File: config.mk
export PLATFORM = sky130hd
export DESIGN_NAME = ahb_sram_ctrl_p_flat
export DESIGN_NICKNAME = d
export VERILOG_FILES = /design/src/rtl/ahb_sram_ctrl_p_if.sv /design/src/rtl/ahb_sram_ctrl_p.sv /design/src/flat_wrapper.sv
export SDC_FILE = /design/constraint.sdc
export NUM_CORES = 1
export LEC_CHECK = 0
export ABC_AREA = 1
export ABC_CLOCK_PERIOD_IN_PS = 2750
export BUFFER_PORTS_ARGS = -buffer_cell sky130_fd_sc_hd__buf_2
export CORE_AREA = 2 2 87 89
export DETAILED_ROUTE_END_ITERATION = 10
export DIE_AREA = 0 0 89 91
export PLACE_DENSITY = 0.77
export SYNTH_ARGS = -nofsm -noshare
export SYNTH_HDL_FRONTEND = slang
export SYNTH_SLANG_ARGS = --single-unit
File: constraint.sdc
create_clock -name hclk -period 2.75 [get_ports hclk]
set_input_delay 0.55 -clock hclk [delete_from_list [all_inputs] [get_ports hclk]]
set_output_delay 0.55 -clock hclk [all_outputs]
set_load 0.005 [all_outputs]
File: src/rtl/ahb_sram_ctrl_p_if.sv
// AHB-Lite slave-side bus bundle for ahb_sram_ctrl_p.
// The master modport is the interconnect/bench side; the slave modport is the controller side.
interface ahb_sram_ctrl_p_if #(
    parameter int DATA_W = 32
);
    logic              hsel;
    logic              hready;
    logic              hwrite;
    logic [1:0]        htrans;
    logic [2:0]        hsize;
    logic [2:0]        hburst;
    logic [31:0]       haddr;
    logic [DATA_W-1:0] hwdata;
    logic [DATA_W-1:0] hrdata;
    logic              hready_resp;
    logic [1:0]        hresp;

    modport master (
        output hsel, hready, hwrite, htrans, hsize, hburst, haddr, hwdata,
        input  hrdata, hready_resp, hresp
    );

    modport slave (
        input  hsel, hready, hwrite, htrans, hsize, hburst, haddr, hwdata,
        output hrdata, hready_resp, hresp
    );
endinterface

File: src/rtl/ahb_sram_ctrl_p.sv
// AHB-Lite slave bridging the bus to a multi-bank synchronous SRAM array.
// Writes complete with zero wait states, reads insert RD_LAT wait states, illegal transfers get a two-cycle ERROR.
module ahb_sram_ctrl_p #(
    parameter int DATA_W    = 32,
    parameter int NUM_BANKS = 2,
    parameter int BANK_AW   = 13,
    parameter int RD_LAT    = 1
) (
    input  logic                          hclk,
    input  logic                          hreset,
    ahb_sram_ctrl_p_if.slave              bus,
    output logic [NUM_BANKS-1:0]          sram_cs_n,
    output logic                          sram_we_n,
    output logic [DATA_W/8-1:0]           sram_be_n,
    output logic [BANK_AW-1:0]            sram_addr,
    output logic [DATA_W-1:0]             sram_wdata,
    input  logic [NUM_BANKS*DATA_W-1:0]   sram_rdata
);
    localparam int NB  = DATA_W / 8;
    localparam int LB  = $clog2(NB);
    localparam int BB  = $clog2(NUM_BANKS);
    localparam int BW  = (BB > 0) ? BB : 1;
    localparam int TOP = LB + BANK_AW + BB;
    localparam int CW  = $clog2(RD_LAT + 1);

    typedef enum logic [2:0] {IDLE, WR, RD, ERR1, ERR2} state_t;

    state_t            state_q, state_d;
    logic [CW-1:0]     rd_cnt_q, rd_cnt_d;
    logic [BW-1:0]     bank_q, bank_d;
    logic [BANK_AW-1:0] word_q, word_d;
    logic [NB-1:0]     mask_q, mask_d;

    logic              addr_ph;
    logic              req_err;
    logic [BW-1:0]     req_bank;
    logic [BANK_AW-1:0] req_word;
    logic [NB-1:0]     req_mask;
    logic [31:0]       hi_bits;
    logic [31:0]       align_mask;
    logic [31:0]       lane_bits;
    logic [DATA_W-1:0] lane_data_mask;
    logic              unused_hburst;

    assign unused_hburst = ^bus.hburst;

    // Address-phase decode; every beat is decoded from haddr alone, burst type is ignored.
    always_comb begin
        addr_ph    = bus.hsel & bus.hready & bus.htrans[1];
        req_word   = bus.haddr[LB +: BANK_AW];
        req_bank   = BW'((bus.haddr >> (LB + BANK_AW)) & 32'(NUM_BANKS - 1));
        hi_bits    = bus.haddr >> TOP;
        align_mask = (32'd1 << bus.hsize) - 32'd1;
        req_err    = (hi_bits != 32'd0) || (32'(bus.hsize) > 32'(LB))
                     || ((bus.haddr & align_mask) != 32'd0);
        lane_bits  = ((32'd1 << (32'd1 << bus.hsize)) - 32'd1) << bus.haddr[LB-1:0];
        req_mask   = lane_bits[NB-1:0];
    end

    always_comb begin
        lane_data_mask = '0;
        for (int i = 0; i < NB; i++) begin
            lane_data_mask[i*8 +: 8] = {8{mask_q[i]}};
        end
    end

    always_ff @(posedge hclk or posedge hreset) begin
        if (hreset) begin
            state_q  <= IDLE;
            rd_cnt_q <= '0;
            bank_q   <= '0;
            word_q   <= '0;
            mask_q   <= '0;
        end else begin
            state_q  <= state_d;
            rd_cnt_q <= rd_cnt_d;
            bank_q   <= bank_d;
            word_q   <= word_d;
            mask_q   <= mask_d;
        end
    end

    // Data-phase outputs; a new phase is only taken when the current one signals completion.
    always_comb begin
        state_d         = state_q;
        rd_cnt_d        = rd_cnt_q;
        bank_d          = bank_q;
        word_d          = word_q;
        mask_d          = mask_q;
        bus.hready_resp = 1'b1;
        bus.hresp       = 2'b00;
        bus.hrdata      = '0;
        sram_cs_n       = '1;
        sram_we_n       = 1'b1;
        sram_be_n       = '1;

        case (state_q)
            WR: begin
                sram_cs_n = ~(NUM_BANKS'(1) << bank_q);
                sram_we_n = 1'b0;
                sram_be_n = ~mask_q;
            end
            RD: begin
                if (rd_cnt_q == '0) begin
                    sram_cs_n = ~(NUM_BANKS'(1) << bank_q);
                    sram_be_n = ~mask_q;
                end
                if (rd_cnt_q != CW'(RD_LAT)) begin
                    bus.hready_resp = 1'b0;
                    rd_cnt_d        = rd_cnt_q + 1'b1;
                end else begin
                    bus.hrdata = sram_rdata[int'(bank_q)*DATA_W +: DATA_W] & lane_data_mask;
                end
            end
            ERR1: begin
                bus.hresp       = 2'b01;
                bus.hready_resp = 1'b0;
                state_d         = ERR2;
            end
            ERR2: begin
                bus.hresp = 2'b01;
            end
            default: ;
        endcase

        if (bus.hready_resp) begin
            rd_cnt_d = '0;
            if (addr_ph) begin
                bank_d = req_bank;
                word_d = req_word;
                mask_d = req_mask;
                if (req_err)         state_d = ERR1;
                else if (bus.hwrite) state_d = WR;
                else                 state_d = RD;
            end else begin
                state_d = IDLE;
            end
        end
    end

    assign sram_addr  = word_q;
    assign sram_wdata = bus.hwdata;
endmodule

File: src/flat_wrapper.sv
// flat-port wrapper written by rule: the top's interface ports become plain ports
module ahb_sram_ctrl_p_flat 
#(
    parameter int DATA_W    = 32,
    parameter int NUM_BANKS = 2,
    parameter int BANK_AW   = 13,
    parameter int RD_LAT    = 1
)
  (hclk, hreset, sram_cs_n, sram_we_n, sram_be_n, sram_addr, sram_wdata, sram_rdata, bus_hsel, bus_hready, bus_hwrite, bus_htrans, bus_hsize, bus_hburst, bus_haddr, bus_hwdata, bus_hrdata, bus_hready_resp, bus_hresp);
  ahb_sram_ctrl_p_if #(.DATA_W(DATA_W)) bus_i ();
  input  logic hclk;
  input  logic hreset;
  output logic [NUM_BANKS-1:0] sram_cs_n;
  output logic sram_we_n;
  output logic [DATA_W/8-1:0] sram_be_n;
  output logic [BANK_AW-1:0] sram_addr;
  output logic [DATA_W-1:0] sram_wdata;
  input  logic [NUM_BANKS*DATA_W-1:0] sram_rdata;
  input wire logic [$bits(bus_i.hsel)-1:0] bus_hsel;
  input wire logic [$bits(bus_i.hready)-1:0] bus_hready;
  input wire logic [$bits(bus_i.hwrite)-1:0] bus_hwrite;
  input wire logic [$bits(bus_i.htrans)-1:0] bus_htrans;
  input wire logic [$bits(bus_i.hsize)-1:0] bus_hsize;
  input wire logic [$bits(bus_i.hburst)-1:0] bus_hburst;
  input wire logic [$bits(bus_i.haddr)-1:0] bus_haddr;
  input wire logic [$bits(bus_i.hwdata)-1:0] bus_hwdata;
  output wire logic [$bits(bus_i.hrdata)-1:0] bus_hrdata;
  output wire logic [$bits(bus_i.hready_resp)-1:0] bus_hready_resp;
  output wire logic [$bits(bus_i.hresp)-1:0] bus_hresp;
  assign bus_i.hsel = bus_hsel;
  assign bus_i.hready = bus_hready;
  assign bus_i.hwrite = bus_hwrite;
  assign bus_i.htrans = bus_htrans;
  assign bus_i.hsize = bus_hsize;
  assign bus_i.hburst = bus_hburst;
  assign bus_i.haddr = bus_haddr;
  assign bus_i.hwdata = bus_hwdata;
  assign bus_hrdata = bus_i.hrdata;
  assign bus_hready_resp = bus_i.hready_resp;
  assign bus_hresp = bus_i.hresp;
  ahb_sram_ctrl_p #(.DATA_W(DATA_W), .NUM_BANKS(NUM_BANKS), .BANK_AW(BANK_AW), .RD_LAT(RD_LAT)) u_core (.hclk(hclk), .hreset(hreset), .bus(bus_i), .sram_cs_n(sram_cs_n), .sram_we_n(sram_we_n), .sram_be_n(sram_be_n), .sram_addr(sram_addr), .sram_wdata(sram_wdata), .sram_rdata(sram_rdata));
endmodule
==> results <==
- The clock passes through at most 2 buffers.
- The number of synthesized register bits is 22.
- The number of hold-slack violations in the final timing report is 0.
- The post-synthesis mux area share is 0%.
- The critical path class is flop to primary output.
- Across the VDD grid, the largest voltage drop is 0.303 mV.
- The cell with the largest stage delay on the worst path is dfrtp_1.
- The number of buffer and inverter stages on the critical path is 2.
- After clock tree synthesis, the repair step resized 0 gates.
- After the last flow step, the layout net total stands at between 500 and 600.
- Registers take 551 um^2.
- The top cell type by area accounts for between 20% and 30% of the synthesized area.
- The number of buffers created by CTS is 3.
- The maximum achievable frequency is ~430 MHz.
- The final wirelength is around 6400 um.
- Ranked by total cell area, the synthesized netlist is headed by dfrtp_1 29%, nand2_1 27%, buf_4 14%, a21oi_1 8.5%, inv_1 5.0%.
- The number of antenna repair diodes is 0.
- The post-CTS setup repair buffer count is 0.
- The mapped cell area is 1880 um^2.
- The via density per instance is around 4.3.
- The synthesized-area fraction occupied by adder cells is 0.666%.
- The pin count of the biggest net entering global routing is 34.
- The critical path goes through nor3_2 -> inv_1 -> nor2_2 -> nand2_1 -> a21oi_1 -> buf_2.
- STA classifies the critical path startpoint as a flop.
- The first-pass GRT wire length is 9600 um.
- The final-report max-slew violation count was 0.
- Counting the fill cells in the layout gives 794.
- The initialized floorplan defines 31 standard-cell rows.
- The analysis attributes to cell leakage a power of 1.56 nW.
- Among cell families on the critical path, the largest total delay comes from simple AND/OR/NAND/NOR gates.
- The average footprint of a synthesized cell is between 6 and 7 um^2.
- Setup repair after global routing left no endpoint under its margin.
- The initial antenna violation count was 0.
- The final total power is 1.43 mW.
- The via count of the first global-routing pass is about 2100.
- The slew at the pin with the worst max-slew slack is approximately 830 ps.
- The setup TNS is 0 ps.
- Summing the areas of all and, or, nand and nor instances in the mapped netlist gives a little over a third of the synthesized area.
- The net count of the mapped netlist is 448.
- The die extent in y is 91 um.
- The required time of the worst setup path is approximately 2200 ps.
- The number of clock sinks seen by CTS is 22.
- The tool flagged a number of max-cap violations equal to 0.
- The final period demand of the worst path is 2340 ps.
- In this run, the number of DRC markers left after iteration 0 of detailed routing was 54.
- The worst clock skew is 2.32 ps.
- The die span in x is 89 um.
- Detailed placement finished with a half-perimeter wire length of 5440 um.
- The total power density per cell area is between 500 and 600 nW/um^2.
- The cell count after synthesis came out at 306.
- The detail route stage leaves a number of antenna-violating nets equal to 0.
- Counting distinct cell types in the post-synthesis netlist gives 22.
- The synthesized-area fraction occupied by ao, oa, aoi and oai cells is about an eighth.
- The detailed-route DRC error count is 0.
- The clock transition time at the flip-flop clock pins of the worst setup and hold paths is 70 ps.
- For the worst setup path, the data arrival time is 1790 ps.
- For this run the aggregate overflow at the end of global routing stands at 0.
- For this run, the detailed router's first-pass iteration total came to 4.
- The area of combinational cells with multiple inputs is 921 um^2.
- The total of buffers placed on input and output ports is 158.
- The critical path endpoint category is a primary output.
- The average detailed-routed wire length per instance is 12.2 um.
- The worst hold path belongs to the class input port to asynchronous set/reset pin.
- The library cell with the largest summed area after synthesis is dfrtp_1.
- The TritonCTS clock tree is done.
- The number of placed instances, taps included, is 523.
- Global routing used 14.7% of the available tracks.
- The initial cell density of the core is 26.3%.
- The quantity of hold-fixing buffers added after cts is 0.
- The die covers 8100 um^2.
- The weighted congestion at the end of routability-driven global placement is 0.794.
- After the flow finishes, the layout carries non-filler instances totaling between 500 and 600.
- On the worst path, the slowest cell contributes a delay of between 400 and 500 ps.
- The largest family of logic cells by synthesized area is simple AND/OR/NAND/NOR gates.
- The period utilization is 85.0%.
- The tightest hold margin is 455 ps.
- Of the total synthesized cell area, the portion taken by XOR and XNOR cells is 0%.
- The count of pins on the block boundary is 228.
- The highest fanout seen on the critical path is 8.
- The normalized max-slew margin is 44.4%.
- The flow ran to the end, and the final reports show no timing, DRC or antenna violations.
- For this block, the via count after detailed routing is 2277.
- The core region area is 7140 um^2.
- The register area share after synthesis is 29.3%.
- CTS built an H-tree with a depth of 1.
- The number of warning messages in the yosys log is 0.
- The clock reaches the later pin of the worst-skew pair after 250 ps.
- The root cell of the clock tree is clkbuf_8.
- The area growth from synthesis to layout is 35.8%.
- Setup violations remaining at the end of the flow were counted as 0.
- The share of the core filled with cells in the final layout is 35.7%.
- Cells with a size suffix above 1 make up 40.5% of the layout.
final cells by class:
type                            count  area share (%)
Sequential cell                    22            21.6
Inverter                           27            3.97
Timing Repair Buffer              161            31.9
Multi-Input combinational cell    214            36.1
Clock buffer                        3            1.62
Tap cell                           99            4.86
power breakdown:
group	switching [mW]	leakage [nW]	total, mW	internal, mW
Clock	0.0919	0.0216	0.189	0.0974
Sequential	0.0803	0.278	0.523	0.443
Combinational	0.437	1.26	0.720	0.282
Total	0.610	1.56	1.43	0.822
routing by layer:
metal | global-route usage (%) | share of wire (%) | vias to the layer above
met3 | 2.45 | 8.4 | 10
met5 | 0 | 0 | -
met2 | 27.6 | 50 | 124
li1 | - | - | 1150
met1 | 16.9 | 40 | 993
met4 | 3.48 | 1.2 | 0
synth_stat cells:
cell type,number
buf_2,1
buf_6,2
dfrtp_1,22
nand3_1,15
nor3_2,1
clkinv_1,1
nand2_2,2
nor2_1,15
nand2_1,135
buf_4,34
clkbuf_1,6
a21boi_0,1
conb_1,1
nor2_4,1
inv_1,25
a21oi_1,32
inv_2,1
o21ai_2,3
o21ai_0,5
nand3b_1,1
nor2_2,1
ha_1,1
sequential cells by signal, summed over array words and instances, names as in the netlist:
name,count
u_core.mask_q,4
u_core.rd_cnt_q,1
u_core.bank_q,1
u_core.sram_addr,13
u_core.state_q,3
through the flow:
step,area [um^2],worst slack (ps)
floorplan,1880,1080
global placement,2510,687
detailed placement,2510,657
CTS,2550,363
global route,2550,196
finish,2550,413
logic make-up after synthesis:
group,count (synthesis)
flip-flops,22
AO/OA/AOI/OAI,41
other,1
AND/OR/NAND/NOR,171
buffers and inverters,70
adder cells (fa/ha/maj),1
final timing paths:
check / slack [ps] / start / end / depth (start not counted)
max: 410 / u_core.state_q[0]$_DFFE_PP0P_ / bus_hrdata[5] / 6
min: 450 / hreset / u_core.sram_addr[8]$_DFFE_PP0P_ / 2
max reg2reg: 1290 / u_core.state_q[0]$_DFFE_PP0P_ / u_core.mask_q[3]$_DFFE_PP0P_ / 7
min reg2reg: 470 / u_core.sram_addr[4]$_DFFE_PP0P_ / u_core.sram_addr[4]$_DFFE_PP0P_ / 2
max in group asynchronous: 1780 / hreset / u_core.sram_addr[11]$_DFFE_PP0P_ / 2
min in group hclk: 470 / u_core.sram_addr[4]$_DFFE_PP0P_ / u_core.sram_addr[4]$_DFFE_PP0P_ / 2
cells in the final DEF (no fill, tap or decap), types with 2 or more instances in the layout:
master / count
clkbuf_8: 3
a21oi_1: 32
inv_1: 25
nand3_1: 15
o21ai_2: 3
buf_4: 3
o21ai_0: 5
dfrtp_1: 22
nand2_1: 135
nand2_2: 2
buf_2: 158
nor2_1: 15
No activity file was read; power rests on OpenSTA's default activity.
